## config.mk

```make
export PLATFORM = sky130hd
export DESIGN_NAME = ram_port_arbiter
export DESIGN_NICKNAME = d
export VERILOG_FILES = /design/src/rtl/ram_arbiter_pkg.sv /design/src/rtl/rr_arbiter.sv /design/src/rtl/ram_port_arbiter.sv
export SDC_FILE = /design/constraint.sdc
export NUM_CORES = 1
export LEC_CHECK = 0
export CAP_MARGIN = 20
export CORE_AREA = 2 2 109 111
export CTS_CLUSTER_SIZE = 14
export DETAILED_ROUTE_END_ITERATION = 12
export DIE_AREA = 0 0 111 113
export GPL_ROUTABILITY_DRIVEN = 0
export PLACE_DENSITY = 0.72
export SLEW_MARGIN = 0
export SYNTH_ARGS = -nofsm -noshare
export SYNTH_HDL_FRONTEND = slang
export SYNTH_SLANG_ARGS = --single-unit
```

## constraint.sdc

```tcl
create_clock -name clock -period 1.8 [get_ports clock]
set_input_delay 0.36 -clock clock [delete_from_list [all_inputs] [get_ports clock]]
set_output_delay 0.36 -clock clock [all_outputs]
set_load 0.005 [all_outputs]
```

## src/rtl/ram_arbiter_pkg.sv

```systemverilog
// Shared constants and types for the RAM port arbiter slice.
package ram_arbiter_pkg;
  localparam int N_PORTS_DEF = 4;
  localparam int WIDTH_DEF   = 32;
  localparam int DEPTH_DEF   = 8;

  typedef logic [$clog2(N_PORTS_DEF)-1:0] port_idx_t;
endpackage

```

## src/rtl/rr_arbiter.sv

```systemverilog
// Round-robin arbiter: one-hot grant from requests, pointer to last winner moves only on a grant.
module rr_arbiter #(
  parameter int N = 4
) (
  input  logic         clock,
  input  logic         reset,
  input  logic [N-1:0] request,
  output logic [N-1:0] grant
);
  localparam int IW = (N > 1) ? $clog2(N) : 1;

  logic [IW-1:0] last_q, last_d;
  logic [N-1:0]  hi_mask, masked, pick;
  logic          found;

  // Ports above the last winner get first chance; otherwise wrap to the lowest requester.
  always_comb begin
    hi_mask = '0;
    for (int p = 0; p < N; p++) hi_mask[p] = (IW'(p) > last_q);
    masked = request & hi_mask;
    pick   = (|masked) ? masked : request;
    grant  = '0;
    last_d = last_q;
    found  = 1'b0;
    for (int p = 0; p < N; p++) begin
      if (pick[p] && !found) begin
        found    = 1'b1;
        grant[p] = 1'b1;
        last_d   = IW'(p);
      end
    end
    if (reset) begin
      grant  = '0;
      last_d = last_q;
    end
  end

  // Reset value N-1 makes port 0 the highest priority.
  always_ff @(posedge clock or posedge reset) begin
    if (reset) last_q <= IW'(N - 1);
    else       last_q <= last_d;
  end
endmodule

```

## src/rtl/ram_port_arbiter.sv

```systemverilog
// Independent round-robin read and write arbitration onto one external RAM.
// Read data returns one cycle after the grant and is forced to zero when no response is due.
module ram_port_arbiter
  import ram_arbiter_pkg::*;
#(
  parameter int  N_PORTS = N_PORTS_DEF,
  parameter int  WIDTH   = WIDTH_DEF,
  parameter int  DEPTH   = DEPTH_DEF,
  localparam int AW      = $clog2(DEPTH)
) (
  input  logic                           clock,
  input  logic                           reset,
  input  logic [N_PORTS-1:0]             req_read_valid,
  output logic [N_PORTS-1:0]             req_read_ready,
  input  logic [N_PORTS-1:0][AW-1:0]     req_read_address,
  output logic [N_PORTS-1:0]             rsp_read_valid,
  output logic [WIDTH-1:0]               rsp_read_data,
  input  logic [N_PORTS-1:0]             req_write_valid,
  output logic [N_PORTS-1:0]             req_write_ready,
  input  logic [N_PORTS-1:0][AW-1:0]     req_write_address,
  input  logic [N_PORTS-1:0][WIDTH-1:0]  req_write_data,
  output logic                           ram_read_vaild,
  output logic [AW-1:0]                  ram_read_address,
  input  logic [WIDTH-1:0]               ram_read_data,
  output logic                           ram_write_vaild,
  output logic [AW-1:0]                  ram_write_address,
  output logic [WIDTH-1:0]               ram_write_data
);
  logic [N_PORTS-1:0] rd_gnt, wr_gnt, rsp_vld_q;

  rr_arbiter #(.N(N_PORTS)) u_rd_arb (
    .clock   (clock),
    .reset   (reset),
    .request (req_read_valid),
    .grant   (rd_gnt)
  );

  rr_arbiter #(.N(N_PORTS)) u_wr_arb (
    .clock   (clock),
    .reset   (reset),
    .request (req_write_valid),
    .grant   (wr_gnt)
  );

  assign req_read_ready  = rd_gnt;
  assign req_write_ready = wr_gnt;
  assign ram_read_vaild  = |rd_gnt;
  assign ram_write_vaild = |wr_gnt;

  // One-hot AND-OR muxes leave every RAM drive at zero when nothing is granted.
  always_comb begin
    ram_read_address  = '0;
    ram_write_address = '0;
    ram_write_data    = '0;
    for (int p = 0; p < N_PORTS; p++) begin
      ram_read_address  |= req_read_address[p]  & {AW{rd_gnt[p]}};
      ram_write_address |= req_write_address[p] & {AW{wr_gnt[p]}};
      ram_write_data    |= req_write_data[p]    & {WIDTH{wr_gnt[p]}};
    end
  end

  always_ff @(posedge clock or posedge reset) begin
    if (reset) rsp_vld_q <= '0;
    else       rsp_vld_q <= rd_gnt;
  end

  // RAM output is undefined in cycles without a read, so gate it.
  assign rsp_read_valid = rsp_vld_q;
  assign rsp_read_data  = (|rsp_vld_q) ? ram_read_data : '0;
endmodule

```

### After elaboration in Yosys (flattened, before gate mapping)

Index checks and enable logic that the tools add are counted.

* register bits: 8
* latch bits: 0
* memory bits (writable): 0
* ROM bits: 0
* output and inout bits: 84
* logic and storage cells: 81
* memories: 0

* add/subtract/negate cells: 0
* multipliers: 0
* div/mod/pow operators: 0
* order comparisons: 8
* equality and inequality tests: 0
* shifts and indexed selects: 0
* muxes and demuxes: 25
* bitwise gates (word level): 24
* reduce and logical (&&, ||, !) cells: 21

Operators with widths (number)
* AND 32 bit: 4
* OR 32 bit: 3
* two-way mux 32 bit: 1
* AND 3 bit: 8
* OR reduction 4 bit: 5
* OR 3 bit: 6
* two-way mux 2 bit: 8
* two-way mux 4 bit: 4
* two-way mux 1 bit: 12
* AND 4 bit: 2
* greater-than comparator 1 x 2 -> 1 bit, first input constant: 4
* greater-than comparator 2 bit, first input constant: 4
* nonzero test 4 bit: 2
* logical AND 1 bit: 6
* zero test 1 bit: 6
* AND reduction 2 bit: 2
* NOT 1 bit: 1

### Longest topological paths before layout

* word-level depth: 19
* depth in mapped cells: 7
* mapped depth without buffers: 5

### By module

From an unflattened synthesis, not the netlist that was laid out.

* cells, all modules: 231
* area, all modules: 1607.8 sq um

By module, submodules not included
* ram_port_arbiter: times used 1, cells each 173, area each 1162.4 sq um
* rr_arbiter: times used 2, cells each 29, area each 222.7 sq um

### Worst setup path after synthesis

No wires, ideal clock.

* path kind: reg2out
* start point: reg u_wr_arb.last_q[0]
* end point: out ram_write_data[26]
* arrival time: 1.675 ns
* required time: 1.440 ns
* slack: -0.235 ns
* stages on the path, launching flop included: 8
* path buffers: 2
* cells stage by stage: dfstp_2 nand3b_1 and2_1 buf_4 buf_2 a221oi_1 or3_1 a21oi_1

* cells in the longest elaborated chain, start to end: 17
* elaborated cells on any way between the ends: 27
* those cells by class: order compare (4); mux (8); bitwise (8); reduce/logical (7)

Ends and longest elaborated chain
* start, declared: RTL line rr_arbiter.sv:12 `logic [IW-1:0] last_q, last_d;`
* start signal, assigned: RTL line rr_arbiter.sv:40 `if (reset) last_q <= IW'(N - 1);`
* start signal, assigned: RTL line rr_arbiter.sv:41 `else last_q <= last_d;`
* greater-than comparator 1 x 2 -> 1 bit / greater-than comparator 2 bit (equally long branches): RTL line rr_arbiter.sv:19 `for (int p = 0; p < N; p++) hi_mask[p] = (IW'(p) > last_q);`
* AND 4 bit *: RTL line rr_arbiter.sv:20 `masked = request & hi_mask;`
* OR reduction 4 bit: RTL line rr_arbiter.sv:21 `pick = (|masked) ? masked : request;`
* two-way mux 4 bit *: RTL line rr_arbiter.sv:21
* two-way mux 1 bit: RTL line rr_arbiter.sv:26 `if (pick[p] && !found) begin`
* zero test 1 bit: RTL line rr_arbiter.sv:26
* logical AND 1 bit: RTL line rr_arbiter.sv:26
* two-way mux 1 bit: RTL line rr_arbiter.sv:26
* zero test 1 bit: RTL line rr_arbiter.sv:26
* logical AND 1 bit: RTL line rr_arbiter.sv:26
* two-way mux 1 bit: RTL line rr_arbiter.sv:26
* zero test 1 bit: RTL line rr_arbiter.sv:26
* logical AND 1 bit: RTL line rr_arbiter.sv:26
* two-way mux 1 bit: RTL line rr_arbiter.sv:26
* two-way mux 4 bit *: RTL line rr_arbiter.sv:32 `if (reset) begin`
* AND 32 bit: RTL line ram_port_arbiter.sv:58 `ram_write_data |= req_write_data[p] & {WIDTH{wr_gnt[p]}};`
* OR 32 bit *: RTL line ram_port_arbiter.sv:58
* end, declared: RTL line ram_port_arbiter.sv:27 `output logic [WIDTH-1:0] ram_write_data`

Mark *: on every way between the ends. The rest lies on a longest branch, timed or not.

### Final worst setup path

* start point: reg u_wr_arb.last_q[0]
* end point: out ram_write_data[5]

The elaborated chain is that of the path after synthesis.

==> results.py <==
metrics = {
    "power": {
        "combPwrFrac_pct": 84.4,
        "power.share.sequential_pct": 6.9,
        "power.leakage_nw": 2.83,
        "switching_share_pct": 36.7,
        "vdd_drop_max_mv": 0.809,
        "powerDensity_nw_per_um2": 669,
        "pwr-share-clk_pct": 8.7,
        "p_int_mw": 2.79,
        "switchingPower_mw": 1.62,
    },
    "sta": {
        "slew_headroom_pct": 75.1,
        "period_needed_ps": 2600,
        "setup_viol": 70,
        "skew_ps": 4.51,
        "fin_ws_ps": -803,
        "grt_setup_unrepaired": "true",
        "final.period_utilization_pct": 145,
        "fmax_mhz": 384,
        "drv_slew": 0,
        "worst_pin_slew_ps": 374,
        "hold_viol_final": 0,
    },
    "worst_setup_path": {
        "reg2reg_to": "u_wr_arb.last_q[1]",
        "critPathLaunch": "u_wr_arb.last_q[0]",
        "path_class": "flip-flop to output port",
        "cp_data_arrival_time_ps": 2240,
        "crit_cells": 10,
        "end_kind": "output port",
        "worstPathCellList": "o21ai_2, buf_4, o211ai_4, buf_6, buf_12, buf_8, nor2_2, or3_4, a21oi_2, buf_2",
        "reg2reg_setup_slack_ps": -160,
        "cp.required_ps": 1440,
        "crit_end": "ram_write_data[5]",
        "setup.worst_path.start_class": "flip-flop",
        "rr_worst_depth": 7,
        "critical-path-slowest-cell": "dfstp_2",
        "crit_family": "buffers and inverters",
        "path_buf_inv": 5,
        "r2r-start": "u_wr_arb.last_q[0]",
        "worstPathMaxFanout": 5,
        "slowest_delay_ps": 560,
    },
    "cells_and_area": {
        "antenna_cells": 0,
        "fillCellCount": 988,
        "final_util_pct": 58.4,
        "final_cell_area_um2": 6580,
        "drive_above_1_share_pct": 48.6,
        "fin_nets": 884,
        "syn_to_final_growth_pct": 238,
    },
    "floorplan": {
        "core_area_um2": 11300,
        "start_util_pct": 17.3,
        "die_x_um": 111,
        "ios": 278,
        "die_y_um": 113,
        "die_area_um2": 12500,
        "rows": 39,
    },
    "cts": {
        "clock_latency_ps": 230,
        "cts_tree": "built",
        "h-tree-depth": 1,
        "ctsHoldBuffers": 0,
        "cts.path.max_buffers": 2,
        "clock-root-buffer": "clkbuf_16",
        "numCtsBuffers": 3,
        "cts.sinks": 8,
        "clk_pin_slew_ps": 40,
    },
    "place": {
        "dpl_cell_area_um2": 5340,
        "hpwl_um": 9780,
        "port-buffer-count": 277,
    },
    "detailed_routing": {
        "ant_nets": 0,
        "drt_iter0_drc": 87,
        "drt-total-wl_um": 15200,
        "drcViolationCount": 0,
        "wl_per_cell_um": 18.3,
        "vias_per_cell": 4.92,
        "dr.pass1.iters": 4,
        "vias": 4093,
    },
    "global_route": {
        "grt_pass1_wl_um": 21900,
        "antenna_found_initial": 0,
        "overflow": 0,
        "grt_start_max_net_pins": 25,
        "grt_util_all_layers_pct": 21.5,
        "grt_pass1_vias": 4329,
    },
    "hold_path": {
        "hold_path.class": "primary input to asynchronous set/reset pin",
    },
    "flow_run": {
        "maxCapViolCount": 0,
    },
    "run_status": {
        "violations": "negative setup slack",
        "outcome": "complete, but fails checks",
    },
    "synthesis": {
        "synth-seq-area-share_pct": 10.5,
        "ys_ff_latch": 8,
        "ys_types": 33,
        "syn_avg_cell_area_um2": 6.18,
        "syn_inst": 315,
        "synth_edf_count": 0,
        "mappedNetlistArea_um2": 1950,
        "synth_warnings": 0,
        "synth-main-ff-cell": "dfstp_2",
        "ys_async_sr_fraction_pct": 100,
        "syn-num-nets": 509,
    },
}
==> cells in the final DEF (no fill, tap or decap), types with 4 or more instances in the layout <==
cell type	Yosys	final
a21oi_2	0	35
a22oi_2	0	4
inv_1	6	4
a221oi_2	0	20
nor2b_4	0	11
o21ai_1	1	5
buf_16	0	4
nand2_1	36	35
a221oi_1	36	15
clkdlybuf4s50_1	0	189
nor2_1	45	35
or3_1	35	28
nor2_2	0	7
buf_6	2	37
a21oi_1	42	5
or3_4	0	7
buf_12	0	14
dfrtp_1	4	4
dfstp_2	4	4
clkbuf_16	0	9
buf_4	4	60
buf_8	0	7
buf_2	10	76
nor2b_1	34	20
==> kinds of logic after synthesis <==
logic type / after synthesis / synth area share, %
AND/OR/NAND/NOR: 166 / 43.0
flip-flops: 8 / 10.5
buffers and inverters: 38 / 9.52
AO/OA/AOI/OAI: 103 / 36.9
==> repair_timing <==
action | 4_1_cts | 5_1_grt
gates cloned | 8 | 8
setup buffers | 58 | 18
resized for setup | 434 | 83
pin swaps | 50 | 57
endpoints found under the setup margin | 81 | 80
==> power by group through the flow <==
stage | combinational [mW] | sequential (mW) | clock, mW
floorplan | 0.974 | 0.270 | 0
global placement | 2.41 | 0.304 | 0
detailed placement | 2.45 | 0.309 | 0
CTS | 3.45 | 0.296 | 0.387
global route | 3.95 | 0.307 | 0.409
finish | 3.72 | 0.305 | 0.381
==> worst min-delay path, stage by stage <==
cell and delay (ps):
buf_2 140, buf_4 240, inv_1 110, buf_4 180
==> per-stage QoR <==
| stage | TNS (ps) | instances | power (mW) | setup slack [ps] | hold WS [ps] |
|---|---|---|---|---|---|
| floorplan | -5690 | 315 | 1.24 | -186 | 356 |
| finish | -31310 | 832 | 4.41 | -803 | 460 |
| global route | -36470 | 832 | 4.66 | -870 | 495 |
| global placement | -51090 | 753 | 2.71 | -1160 | 554 |
| CTS | -31910 | 819 | 4.13 | -821 | 433 |
| detailed placement | -53020 | 753 | 2.76 | -1210 | 574 |
==> cells in the mapped netlist, types with 2 or more instances <==
master / count / area (um^2)
a21oi_1: 42 / 210
a221oi_1: 36 / 315
a22oi_1: 6 / 45.0
and2_1: 2 / 12.5
buf_2: 10 / 50.1
buf_4: 4 / 30.0
buf_6: 2 / 22.5
clkbuf_1: 16 / 60.1
dfrtp_1: 4 / 100
dfstp_2: 4 / 105
inv_1: 6 / 22.5
nand2_1: 36 / 135
nand2b_1: 4 / 25.0
nor2_1: 45 / 169
nor2b_1: 34 / 213
nor3_1: 5 / 25.0
nor4b_1: 2 / 17.5
o21ai_0: 8 / 40.0
or3_1: 35 / 219
==> routing by layer <==
metal	vias up	part of all wire, %	track usage (%)
li1	1911	-	-
met1	1943	36	21.8
met2	224	56	44.0
met3	15	7.2	5.14
met4	0	1.2	4.42
met5	-	0	0
==> how the worst min path moves through the flow <==
| stage | from | endpoint | slack (ps) | cells past startpoint |
|---|---|---|---|---|
| final | reset | rsp_read_valid[0] | 460 | 4 |
| after global routing | reset | rsp_read_valid[2] | 490 | 4 |
| after CTS | reset | rsp_read_valid[0] | 430 | 4 |
| after detailed placement | u_rd_arb.last_q[1] | u_rd_arb.last_q[1] | 570 | 2 |
| after floorplan | reset | rsp_read_valid[0] | 360 | 2 |
| after global placement | u_rd_arb.last_q[1] | u_rd_arb.last_q[1] | 550 | 2 |
==> sequential cells by signal (all words and copies together) (netlist names) <==
register	flops
u_wr_arb.last_q	2
u_rd_arb.last_q	2
rsp_read_valid	4
==> layout make-up <==
cell class / count / area, um^2 / area share (%)
repair buffers: 402 / 3890 / 59.1
multi-input cells: 269 / 2200 / 33.4
flip-flops and latches: 8 / 205 / 3.12
well taps: 143 / 179 / 2.72
clock buffers: 4 / 78.8 / 1.20
inverters: 6 / 25.0 / 0.380
No activity file was read; power rests on OpenSTA's default activity.
